## src/rtl/hex_counter_pkg.sv

```systemverilog
`default_nettype none
// ============================================================================
//  Module      : hex_counter_pkg
//  Description : Shared definitions for the hex display counter. Holds the
//                rate-select encodings, the divider period for each rate,
//                and the divider register width.
//  Revision    : 1.0 - initial release
// ============================================================================
package hex_counter_pkg;

    // Rate-select encodings for the 2-bit speed input.
    localparam logic [1:0] SPD_FAST    = 2'b00;  // step on every enabled cycle
    localparam logic [1:0] SPD_1HZ     = 2'b01;  // step every CLK_HZ cycles
    localparam logic [1:0] SPD_HALF    = 2'b10;  // step every 2*CLK_HZ cycles
    localparam logic [1:0] SPD_QUARTER = 2'b11;  // step every 4*CLK_HZ cycles

    // Number of enabled clock cycles between two steps at a given rate.
    function automatic int unsigned period(input logic [1:0] spd,
                                           input int unsigned clk_hz);
        int unsigned p;
        case (spd)
            SPD_FAST: p = 1;
            SPD_1HZ:  p = clk_hz;
            SPD_HALF: p = 2 * clk_hz;
            default:  p = 4 * clk_hz;
        endcase
        return p;
    endfunction

    // Divider width: wide enough to hold the longest reload value,
    // 4*CLK_HZ-1. Floored at one bit so degenerate clocks still elaborate.
    function automatic int unsigned div_width(input int unsigned clk_hz);
        int unsigned w;
        w = $clog2(4 * clk_hz);
        return (w < 1) ? 1 : w;
    endfunction

endpackage : hex_counter_pkg
`default_nettype wire

```

## src/rtl/hex_counter_rate_divider.sv

```systemverilog
`default_nettype none
// ============================================================================
//  Module      : rate_divider
//  Description : Down-counting rate divider for the hex display counter.
//                Holds the divider count and the rate currently applied.
//                A restart or a rate change reloads a full period; otherwise
//                the count runs only while enabled and reloads when it
//                expires.
//  Ports       : clk      - system clock
//                reset    - asynchronous active-high reset
//                enable   - divider runs when high, holds when low
//                speed    - requested rate select
//                restart  - reload strobe (parallel load of the counter)
//                pulse    - high in the cycle whose rising edge is a step
//  Revision    : 1.0 - initial release
// ============================================================================
module rate_divider
    import hex_counter_pkg::*;
#(
    parameter int unsigned CLK_HZ = 50_000_000
) (
    input  logic       clk,
    input  logic       reset,
    input  logic       enable,
    input  logic [1:0] speed,
    input  logic       restart,
    output logic       pulse
);

    localparam int unsigned c_cw = div_width(CLK_HZ);

    logic [c_cw-1:0] r_cnt;
    logic [1:0]      r_speed_q;
    logic            w_rate_change;
    logic            w_expired;

    // Reload value for a rate: one less than its period, since the step
    // happens on the edge where the count is already zero.
    function automatic logic [c_cw-1:0] reload_of(input logic [1:0] spd);
        return c_cw'(period(spd, CLK_HZ) - 1);
    endfunction

    assign w_rate_change = (speed != r_speed_q);
    assign w_expired     = (r_cnt == '0);

    // A step is suppressed whenever this same edge is busy reloading,
    // whether because of a restart or a rate change.
    assign pulse = enable && w_expired && !restart && !w_rate_change;

    always_ff @(posedge clk or posedge reset) begin
        if (reset) begin
            r_cnt     <= '0;
            r_speed_q <= SPD_FAST;
        end else if (restart || w_rate_change) begin
            // A new rate always begins with a full period.
            r_cnt     <= reload_of(speed);
            r_speed_q <= speed;
        end else if (enable) begin
            if (w_expired) begin
                r_cnt <= reload_of(r_speed_q);
            end else begin
                r_cnt <= r_cnt - 1'b1;
            end
        end
    end

endmodule : rate_divider
`default_nettype wire

```

## src/rtl/hex_counter.sv

```systemverilog
`default_nettype none
// ============================================================================
//  Module      : hex_counter
//  Description : 4-bit free-running display counter with selectable step
//                rate, direction and parallel load. The value wraps through
//                0..F and feeds a 7-segment decoder directly.
//  Ports       : clk      - system clock
//                reset    - asynchronous active-high reset
//                enable   - run/hold for divider and counter
//                speed    - rate select (every cycle, 1 Hz, 0.5 Hz, 0.25 Hz)
//                up       - 1 = count up, 0 = count down
//                load     - synchronous parallel load strobe
//                load_val - value written on load
//                value    - current count
//                tick     - one-cycle pulse aligned with each new value
//  Revision    : 1.0 - initial release
// ============================================================================
module hex_counter
    import hex_counter_pkg::*;
#(
    parameter int unsigned CLK_HZ = 50_000_000
) (
    input  logic       clk,
    input  logic       reset,
    input  logic       enable,
    input  logic [1:0] speed,
    input  logic       up,
    input  logic       load,
    input  logic [3:0] load_val,
    output logic [3:0] value,
    output logic       tick
);

    logic       w_step;
    logic [3:0] w_next;
    logic [3:0] r_value;
    logic       r_tick;

    rate_divider #(
        .CLK_HZ (CLK_HZ)
    ) u_rate_divider (
        .clk     (clk),
        .reset   (reset),
        .enable  (enable),
        .speed   (speed),
        .restart (load),
        .pulse   (w_step)
    );

    // Modulo-16 wrap comes for free from the 4-bit width.
    assign w_next = up ? (r_value + 4'd1) : (r_value - 4'd1);

    // Load outranks a step; the divider already masks its pulse on load,
    // but the explicit ordering keeps the loaded value from being stepped.
    always_ff @(posedge clk or posedge reset) begin
        if (reset) begin
            r_value <= 4'h0;
            r_tick  <= 1'b0;
        end else if (load) begin
            r_value <= load_val;
            r_tick  <= 1'b0;
        end else if (w_step) begin
            r_value <= w_next;
            r_tick  <= 1'b1;
        end else begin
            r_tick  <= 1'b0;
        end
    end

    assign value = r_value;
    assign tick  = r_tick;

endmodule : hex_counter
`default_nettype wire

```

## config.mk

```make
export PLATFORM = sky130hd
export DESIGN_NAME = hex_counter
export DESIGN_NICKNAME = d
export VERILOG_FILES = /design/src/rtl/hex_counter_pkg.sv /design/src/rtl/hex_counter_rate_divider.sv /design/src/rtl/hex_counter.sv
export SDC_FILE = /design/constraint.sdc
export NUM_CORES = 1
export LEC_CHECK = 0
export ABC_AREA = 1
export BUFFER_PORTS_ARGS = -buffer_cell sky130_fd_sc_hd__buf_2
export CAP_MARGIN = 20
export CORE_ASPECT_RATIO = 1.5
export CORE_MARGIN = 2
export CORE_UTILIZATION = 56
export DETAILED_ROUTE_END_ITERATION = 8
export GPL_TIMING_DRIVEN = 0
export PLACE_DENSITY = 0.77
export SYNTH_ARGS = -nofsm -noshare
export SYNTH_HDL_FRONTEND = slang
export SYNTH_SLANG_ARGS = --single-unit
```

## constraint.sdc

```tcl
create_clock -name clk -period 2.2 [get_ports clk]
set_input_delay 0.22 -clock clk [delete_from_list [all_inputs] [get_ports clk]]
set_output_delay 0.22 -clock clk [all_outputs]
set_load 0.01 [all_outputs]
```

==> reports/metrics.yaml, run 1 <==
status:
  status: "finished, violations left"
  violations: "hold timing, setup timing"
hold_path:
  hp-class: "in -> async"
place:
  placed_area_um2: 3274
  dp_slack_ps: -355.0
  dp_hpwl_um: 6187
  gp_congestion: 1.018
  io_buffers: 14
worst_setup_path:
  critPathMaxFanout: 6
  r2r_slack_ps: -190
  r2r_end: "u_rate_divider.r_cnt[26]"
  path_cells: "inv_1 > nand2_2 > nor2_2 > nand2_2 > nor2_4 > buf_12 > nand3_2 > nand2_1 > nand2_1 > nand2_2 > nor2_1 > inv_1 > nor2_4 > buf_4 > nand3_1 > nand2_1 > nand3_1 > nand2_1"
  slowest_stage: "dfrtp_1"
  r2r-start: "u_rate_divider.r_cnt[5]"
  path_class: "reg -> reg"
  critPathMostFrequentCell: "nand2_1"
  crit_start: "u_rate_divider.r_cnt[5]"
  cp-end-kind: "flop"
  worstPathArrival_ps: 2580
  critPathTopFamily: "simple AND/OR/NAND/NOR gates"
  reg2reg_depth: 18
  cp.depth: 18
  timing.critical_path.slowest_cell_delay_ps: 380
  crit_required_ps: 2390
  critPathBufInv: 4
  critPathLaunchType: "flop"
clock_network:
  clkTransAtPathRegs_ps: 80
  cts_sinks: 35
  insertion_delay_ps: 300
  cts-buffers-inserted: 5
  ctsHoldBuffers: 0
  cts_max_level: 2
  cts_tree: "done"
  root_buffer: "clkbuf_8"
  clock_path_buffers: 2
global_route:
  grt_max_degree: 23
  grtUsageTotal: 0.2876
  grt_pass1_wl_um: 13250
  grt_pass1_vias: 2784
  grt_antenna_before_repair: 0
  grt_overflow_total: 0
timing:
  hold_ws_ps: -14.64
  slew-limit-headroom: 0.5868
  hold_viol: 13
  min_period_ps: 2390
  period_share: 1.086
  setup_violations: 14
  setup_ws_ps: -189.6
  clock.fmax_mhz: 418.5
  drv_slew: 0
  rsz0062_at_grt: "true"
  finClkSkew_ps: 9.222
  worstMarginPinSlew_ps: 619.1
synthesis:
  synth_top_family_by_area: "simple AND/OR/NAND/NOR gates"
  synth-xor-area-share: 0.03424
  async_reset_ff_frac: 1.000
  synth_compound_area_frac: 0.07379
  syn_avg_cell_area_um2: 6.882
  synth_fp_nets: 471
  synthAdderAreaFrac: 0.05952
  ys_types: 38
  ys.flop_type: "dfrtp_1"
  synth.area.mux_share: 0
  synth_edf_count: 0
  netlist_area_um2: 3069
  syn_inst: 446
  ys_seq_elements: 35
  yosys_warnings: 0
  synthSimpleGateAreaFrac: 0.4476
  synth_seq_area_share: 0.2854
pwr:
  seqPwrFrac: 0.342
  p_sw_uw: 967.7
  power.density_nw_per_um2: 609.9
  switching_share: 0.4009
  p_leak_uw: 0.001951
  p_clk_frac: 0.226
  peakVddDrop_v: 0.0005981
  internal-power_uw: 1446
  power_frac_comb: 0.432
finish:
  antenna_cells: 0
  final_layout_size_suffix_gt1_frac: 0.3755
  areaGrowthSynthToFinish_pct: 28.94
  finalNetCount: 530
  fin_area_um2: 3958
  regArea_um2: 875.8
  multi_input_area_um2: 2152
  nFillCells: 401
detailed_routing:
  route.detailed.wl_per_inst_um: 16.15
  final_antenna_net_count: 0
  dr.pass1.iters: 5
  routed_wirelength_um: 9301
  drcViolationCount: 0
  avgViaCountPerCell: 5.563
  vias: 3204
  dr.first_iter.drc_count: 229
floorplanning:
  rows: 33
  dieArea_um2: 6101
  dieWidth_um: 64.45
  start_util: 0.5718
  ios: 16
  die_h_um: 94.67
  core_area_um2: 5368
job:
  maxCapViolations: 0
-- worst register-to-register path, cell delays in order, from the launching register on --
cell     delay (ps)
dfrtp_1         380
inv_1            90
nand2_2          60
nor2_2          120
nand2_2         110
nor2_4          220
buf_12          150
nand3_2         110
nand2_1          90
nand2_1          60
nand2_2         140
nor2_1           90
inv_1           100
nor2_4           60
buf_4           130
nand3_1          80
nand2_1          70
nand3_1         130
nand2_1          70
-- cells in the final DEF, fill, tap and decap left out, types with 20 or more instances in the layout --
cell,Yosys,routed
buf_4,1,32
dfrtp_1,35,35
inv_1,55,40
nand2_1,146,126
nand2_2,10,27
nand3_1,38,27
nor2_1,36,20
nor2_4,11,21
-- cell usage after synthesis, types with 2 or more instances --
cell,number,share of area
a21oi_1,2,0.0033
a21oi_4,2,0.011
a31oi_1,3,0.0061
buf_2,5,0.0082
clkbuf_1,4,0.0049
dfrtp_1,35,0.29
ha_1,13,0.053
inv_1,55,0.067
inv_2,5,0.0061
inv_4,2,0.0041
nand2_1,146,0.18
nand2_2,10,0.020
nand2_4,5,0.018
nand3_1,38,0.062
nand4_1,7,0.014
nor2_1,36,0.044
nor2_2,12,0.024
nor2_4,11,0.040
nor2_8,2,0.013
o21ai_0,14,0.023
o21ai_1,7,0.011
o21bai_1,4,0.0098
or2_2,3,0.0061
xnor2_1,6,0.017
xor2_1,6,0.017
-- power by group through the flow --
stage	combinational [µW]	sequential, µW	clock [µW]
detailed placement	782	824	0
CTS	849	812	544
global placement	763	819	0
global route	1130	834	569
floorplan	611	813	0
finish	1040	825	546
-- routing by layer --
layer	part of all wire	vias up	global-route usage
li1	-	1500	-
met2	0.52	147	0.5208
met4	0.068	0	0.1684
met3	0.054	59	0.04529
met5	0	-	0
met1	0.36	1498	0.3133
-- area by class of cell --
cell class,instances,share of cell area
buffer,11,0.01897
clock buffer,8,0.02529
inverter,62,0.06133
multi-input combinational,338,0.5438
sequential,35,0.2213
tap,70,0.02213
timing repair buffer,52,0.1072
-- registers in the layout, summed over array words and instances (netlist names) --
| register | flops |
|---|---|
| tick | 1 |
| u_rate_divider.r_cnt | 28 |
| u_rate_divider.r_speed_q | 2 |
| value | 4 |
-- worst max-delay path by stage --
stage	end	slack, ps
global placement	u_rate_divider.r_cnt[24]	-340
global route	u_rate_divider.r_cnt[24]	-280
finish	u_rate_divider.r_cnt[26]	-190
floorplan	u_rate_divider.r_cnt[20]	1
detailed placement	u_rate_divider.r_cnt[24]	-360
CTS	u_rate_divider.r_cnt[24]	-70
-- metrics by stage --
stage / TNS (ps) / util / power (µW) / hold WS, ps / instances
2_1_floorplan: 0 / - / 1424 / 317.6 / 446
3_5_place_dp: -2739 / 0.6100 / 1606 / 324.1 / 531
3_3_place_gp: -2348 / 0.6049 / 1582 / 455.1 / 530
4_1_cts: -265.9 / 0.6657 / 2205 / 10.40 / 554
6_report: -1147 / 0.7373 / 2414 / -14.64 / 576
5_1_grt: -3856 / 0.7373 / 2536 / 18.49 / 576
-- cells by family after synthesis --
kind of cell | Yosys count
fa+ha+maj | 14
compound gates | 36
flops | 35
xor+xnor | 12
buf+inv | 73
simple gates | 276
-- timing repair --
action / in CTS / in global routing
buffers inserted: 15 / 23
gates resized for setup: 19 / 71
endpoints found under the setup margin: 20 / 27
pin swaps: 12 / 25
No activity file was read; power rests on OpenSTA's default activity.
==> run 2, diff against run 1 <==
CAP_MARGIN = 25   (was 20)
CORE_MARGIN = default   (was 2)
HOLD_SLACK_MARGIN = 0.02   (was default)
==> reports/metrics.yaml, run 2 (synthesis gave the netlist of run 1 again) <==
clock_network:
  cts_sinks: 35
  cts-buffers-inserted: 5
  cts_tree: "done"
  insertion_delay_ps: 300
  clock_path_buffers: 2
  clkTransAtPathRegs_ps: 80
  root_buffer: "clkbuf_8"
  cts_max_level: 2
timing:
  rsz0062_at_grt: "true"
  clock.fmax_mhz: 417.0
  hold_ws_ps: 149.2
  finClkSkew_ps: 3.977
  period_share: 1.090
  worstMarginPinSlew_ps: 594.6
  setup_ws_ps: -197.8
  setup_violations: 15
  setup_tns_ps: -1258
  slew-limit-headroom: 0.6036
  drv_slew: 0
  min_period_ps: 2398
  hold_viol: 0
finish:
  fin_area_um2: 3874
  top_register: "u_rate_divider.r_cnt"
  final_layout_size_suffix_gt1_frac: 0.3253
  stdcell_count: 566
  final_common_cell: "nand2_1"
  finalNetCount: 522
  largest_reg_flops: 28
  final_cell_mix: "nand2_1 (133), inv_1 (50), dfrtp_1 (35), nand3_1 (28), buf_4 (26)"
  antenna_cells: 0
  areaGrowthSynthToFinish_pct: 26.21
floorplanning:
  start_util: 0.5897
  dieWidth_um: 62.45
  dieArea_um2: 5787
  core_area_um2: 5205
  ios: 16
  die_h_um: 92.67
  rows: 32
pwr:
  power_frac_comb: 0.438
  p_sw_uw: 977.9
  internal-power_uw: 1354
  seqPwrFrac: 0.351
  peakVddDrop_v: 0.0004679
  p_leak_uw: 0.001934
  switching_share: 0.4193
  power.density_nw_per_um2: 602.1
  p_clk_frac: 0.211
status:
  violations: "setup timing"
  status: "finished, violations left"
global_route:
  grt_antenna_before_repair: 0
  grt_pass1_wl_um: 13520
  grt_pass1_vias: 3014
  grt_max_degree: 25
  grtUsageTotal: 0.3041
  grt_overflow_total: 0
detailed_routing:
  final_antenna_net_count: 0
  dr.pass1.iters: 6
  route.detailed.wl_per_inst_um: 16.66
  drcViolationCount: 0
  vias: 3185
  avgViaCountPerCell: 5.627
  dr.first_iter.drc_count: 177
  routed_wirelength_um: 9427
place:
  dp_hpwl_um: 5947
  placed_area_um2: 3272
  dp_cells: 529
  io_buffers: 14
  gp_congestion: 0.9726
worst_setup_path:
  path_class: "reg -> reg"
  crit_required_ps: 2390
  reg2reg_depth: 17
  critPathMaxFanout: 8
  worstPathArrival_ps: 2590
  r2r_end: "u_rate_divider.r_cnt[26]"
  cp-end-kind: "flop"
  critPathLaunchType: "flop"
  r2r-start: "u_rate_divider.r_cnt[6]"
  r2r_slack_ps: -200
job:
  maxCapViolations: 0
hold_path:
  hold-path-endpoint: "value[2]"
  hold_depth: 3
  hp-class: "in -> reg"
  min-delay-start: "load_val[2]"
==> run 2: cell count changes in the layout (fill, tap and decap cells not counted), moves of 2 or more <==
cell / previous run / this run
inv_2: 18 / 9
buf_6: 4 / 2
nand2_1: 126 / 133
nand2_2: 27 / 17
buf_4: 32 / 26
clkinvlp_4: 0 / 2
nor2_1: 20 / 23
nor2_4: 21 / 25
clkbuf_8: 7 / 5
nor2_2: 18 / 11
nand2_4: 8 / 10
inv_1: 40 / 50
==> run 2: through the flow <==
step,util,total power [µW],setup WS [ps]
floorplan,-,1424,1.223
global placement,0.6233,1579,-318.3
detailed placement,0.6286,1602,-358.7
CTS,0.6808,2143,-44.28
global route,0.7442,2440,-344.0
finish,0.7442,2332,-197.8
==> run 2: how the worst max path moves through the flow <==
stage	startpoint	to	cells after the start	slack [ps]
2_1_floorplan	u_rate_divider.r_speed_q[0]	u_rate_divider.r_cnt[20]	17	1
3_3_place_gp	u_rate_divider.r_speed_q[0]	u_rate_divider.r_cnt[16]	17	-320
3_5_place_dp	u_rate_divider.r_speed_q[0]	u_rate_divider.r_cnt[16]	17	-360
4_1_cts	u_rate_divider.r_speed_q[0]	u_rate_divider.r_cnt[16]	17	-40
5_1_grt	u_rate_divider.r_cnt[6]	u_rate_divider.r_cnt[26]	17	-340
6_report	u_rate_divider.r_cnt[6]	u_rate_divider.r_cnt[26]	17	-200
==> run 2: cell type report <==
class | count | area (µm²)
inverters | 62 | 240.2
repair buffers | 44 | 350.3
well taps | 68 | 85.08
fillers | 396 | 1331
multi-input cells | 338 | 2162
clock inverters | 3 | 20.02
plain buffers | 11 | 71.32
clock buffers | 5 | 68.82
flip-flops and latches | 35 | 875.8
==> run 2: routing by layer <==
layer  up-vias  global-route usage  wire length, µm
li1       1486                   -                -
met1      1469              0.3134             3441
met2       159              0.5598             4837
met3        71             0.04310              504
met4         0              0.2054              644
met5         -                   0                0
==> run 2: power by group through the flow <==
stage	Combinational [µW]	Sequential [µW]	Clock, µW
floorplan	611	813	0
global placement	759	820	0
detailed placement	780	823	0
CTS	844	810	489
global route	1100	831	510
finish	1020	818	491
==> run 2: repair_timing <==
action                                  CTS  global route
hold buffers                              1             0
endpoints found under the setup margin   21            24
pin swaps                                14            22
buffers inserted                         16            12
endpoints found under the hold margin    11             0
gates resized for setup                  10            65
gates cloned                              0             0
==> run 2: worst max-delay path: stages, from the launching register on <==
cell and delay (ps):
dfrtp_1 410, inv_2 70, nand2_1 70, nor2_2 140, nand2_2 110, nor2_4 260
nand3_1 170, nand2_1 120, nand2_1 100, nand2_1 160, nor2_4 70, nand2_1 110
nor2_4 50, buf_4 140, nand3_1 80, nand2_1 50, nand3_1 110, nand2_1 60
==> run 3, diff against run 2 <==
RECOVER_POWER = 50   (was default)
==> reports/metrics.yaml, run 3 (synthesis gave the netlist of run 1 again) <==
detailed_routing:
  dr.pass1.iters: 6
  drcViolationCount: 0
  routed_wirelength_um: 9428
  avgViaCountPerCell: 5.604
  final_antenna_net_count: 0
  route.detailed.wl_per_inst_um: 16.66
  vias: 3172
  dr.first_iter.drc_count: 176
clock_network:
  cts_max_level: 2
  clock_path_buffers: 2
  insertion_delay_ps: 300
  root_buffer: "clkbuf_8"
  cts-buffers-inserted: 5
  clkTransAtPathRegs_ps: 80
  cts_sinks: 35
  cts_tree: "done"
timing:
  worstMarginPinSlew_ps: 594.6
  setup_violations: 16
  finClkSkew_ps: 3.977
  period_share: 1.100
  hold_viol: 0
  clock.fmax_mhz: 413.4
  slew-limit-headroom: 0.6036
  min_period_ps: 2419
  rsz0062_at_grt: "true"
  drv_slew: 0
  setup_ws_ps: -218.9
floorplanning:
  die_h_um: 92.67
  dieArea_um2: 5787
  dieWidth_um: 62.45
  rows: 32
  ios: 16
  start_util: 0.5897
  core_area_um2: 5205
global_route:
  grt_overflow_total: 0
  grt_max_degree: 25
  grt_pass1_wl_um: 13520
  grt_antenna_before_repair: 0
  grt_pass1_vias: 3014
  grtUsageTotal: 0.3041
finish:
  largest_reg_flops: 28
  stdcell_count: 566
  multi_input_area_um2: 2162
  top_register: "u_rate_divider.r_cnt"
  regArea_um2: 875.8
  finalNetCount: 522
  areaGrowthSynthToFinish_pct: 26.17
  antenna_cells: 0
  nFillCells: 397
  fin_area_um2: 3872
  final_common_cell: "nand2_1"
  final_cell_mix: "nand2_1 (133), inv_1 (50), dfrtp_1 (35), nand3_1 (28), buf_4 (26)"
  final_layout_size_suffix_gt1_frac: 0.3233
place:
  gp_congestion: 0.9726
  dp_cells: 529
  placed_area_um2: 3272
  io_buffers: 14
  dp_slack_ps: -358.7
  dp_hpwl_um: 5947
worst_setup_path:
  worstPathArrival_ps: 2610
  crit_required_ps: 2390
  r2r-start: "u_rate_divider.r_cnt[6]"
  cp-end-kind: "flop"
  path_class: "reg -> reg"
  critPathLaunchType: "flop"
  reg2reg_depth: 17
  r2r_slack_ps: -220
  r2r_end: "u_rate_divider.r_cnt[26]"
  critPathMaxFanout: 8
hold_path:
  hold-path-endpoint: "value[2]"
  hp-class: "in -> reg"
  hold_depth: 3
  min-delay-start: "load_val[2]"
pwr:
  peakVddDrop_v: 0.0004679
  power.density_nw_per_um2: 602.2
  p_leak_uw: 0.001931
status:
  status: "finished, violations left"
  violations: "setup timing"
job:
  maxCapViolations: 0
## run 3: what timing repair did
| item | CTS | global route |
|---|---|---|
| buffers inserted | 16 | 12 |
| hold endpoints to repair | 11 | 0 |
| hold buffers | 1 | 0 |
| pin swaps | 14 | 22 |
| resized for setup | 10 | 65 |
| endpoints found under the setup margin | 21 | 24 |
## run 3: per-layer routing
metal  vias to the layer above  global-route usage  wire [µm]
li1                       1485                   -          -
met1                      1464              0.3134       3432
met2                       154              0.5598       4856
met3                        69             0.04310        506
met4                         0              0.2054        632
met5                         -                   0          0
## run 3: worst max-delay path, stage by stage, from the launching register on
cell     delay (ps)
dfrtp_1         410
inv_2            70
nand2_1          70
nor2_2          140
nand2_2         110
nor2_4          260
nand3_1         180
nand2_1         120
nand2_1         100
nand2_1         160
nor2_4           70
nand2_1         110
nor2_4           50
buf_4           140
nand3_1          80
nand2_1          50
nand3_1         110
nand2_1          60
## run 3: layout make-up
class | count | share of cell area
plain buffers | 11 | 0.01842
well taps | 68 | 0.02197
clock buffers | 5 | 0.01777
inverters | 62 | 0.06204
multi-input cells | 338 | 0.5583
repair buffers | 44 | 0.09015
flip-flops and latches | 35 | 0.2262
clock inverters | 3 | 0.005170
## run 3: where the power goes
part / total (µW) / leakage (µW) / internal [µW] / switching [µW]
Sequential: 819 / 0.000419 / 749 / 70.1
Combinational: 1020 / 0.00147 / 385 / 637
Clock: 491 / 0.0000402 / 221 / 271
## run 3: through the flow
| stage | total power, µW | TNS [ps] | utilization | hold WS (ps) |
|---|---|---|---|---|
| 2_1_floorplan | 1424 | 0 | - | 317.6 |
| 3_3_place_gp | 1579 | -2059 | 0.6233 | 446.1 |
| 3_5_place_dp | 1602 | -2475 | 0.6286 | 293.5 |
| 4_1_cts | 2143 | -159.6 | 0.6808 | 158.1 |
| 5_1_grt | 2440 | -3633 | 0.7440 | 165.4 |
| 6_report | 2332 | -1342 | 0.7440 | 149.4 |
## run 3: worst max-delay path by stage
stage	startpoint	endpoint	slack (ps)	depth (start not counted)
after floorplan	u_rate_divider.r_speed_q[0]	u_rate_divider.r_cnt[20]	1	17
after global placement	u_rate_divider.r_speed_q[0]	u_rate_divider.r_cnt[16]	-320	17
after detailed placement	u_rate_divider.r_speed_q[0]	u_rate_divider.r_cnt[16]	-360	17
after CTS	u_rate_divider.r_speed_q[0]	u_rate_divider.r_cnt[16]	-40	17
after global routing	u_rate_divider.r_cnt[6]	u_rate_divider.r_cnt[26]	-340	17
final	u_rate_divider.r_cnt[6]	u_rate_divider.r_cnt[26]	-220	17
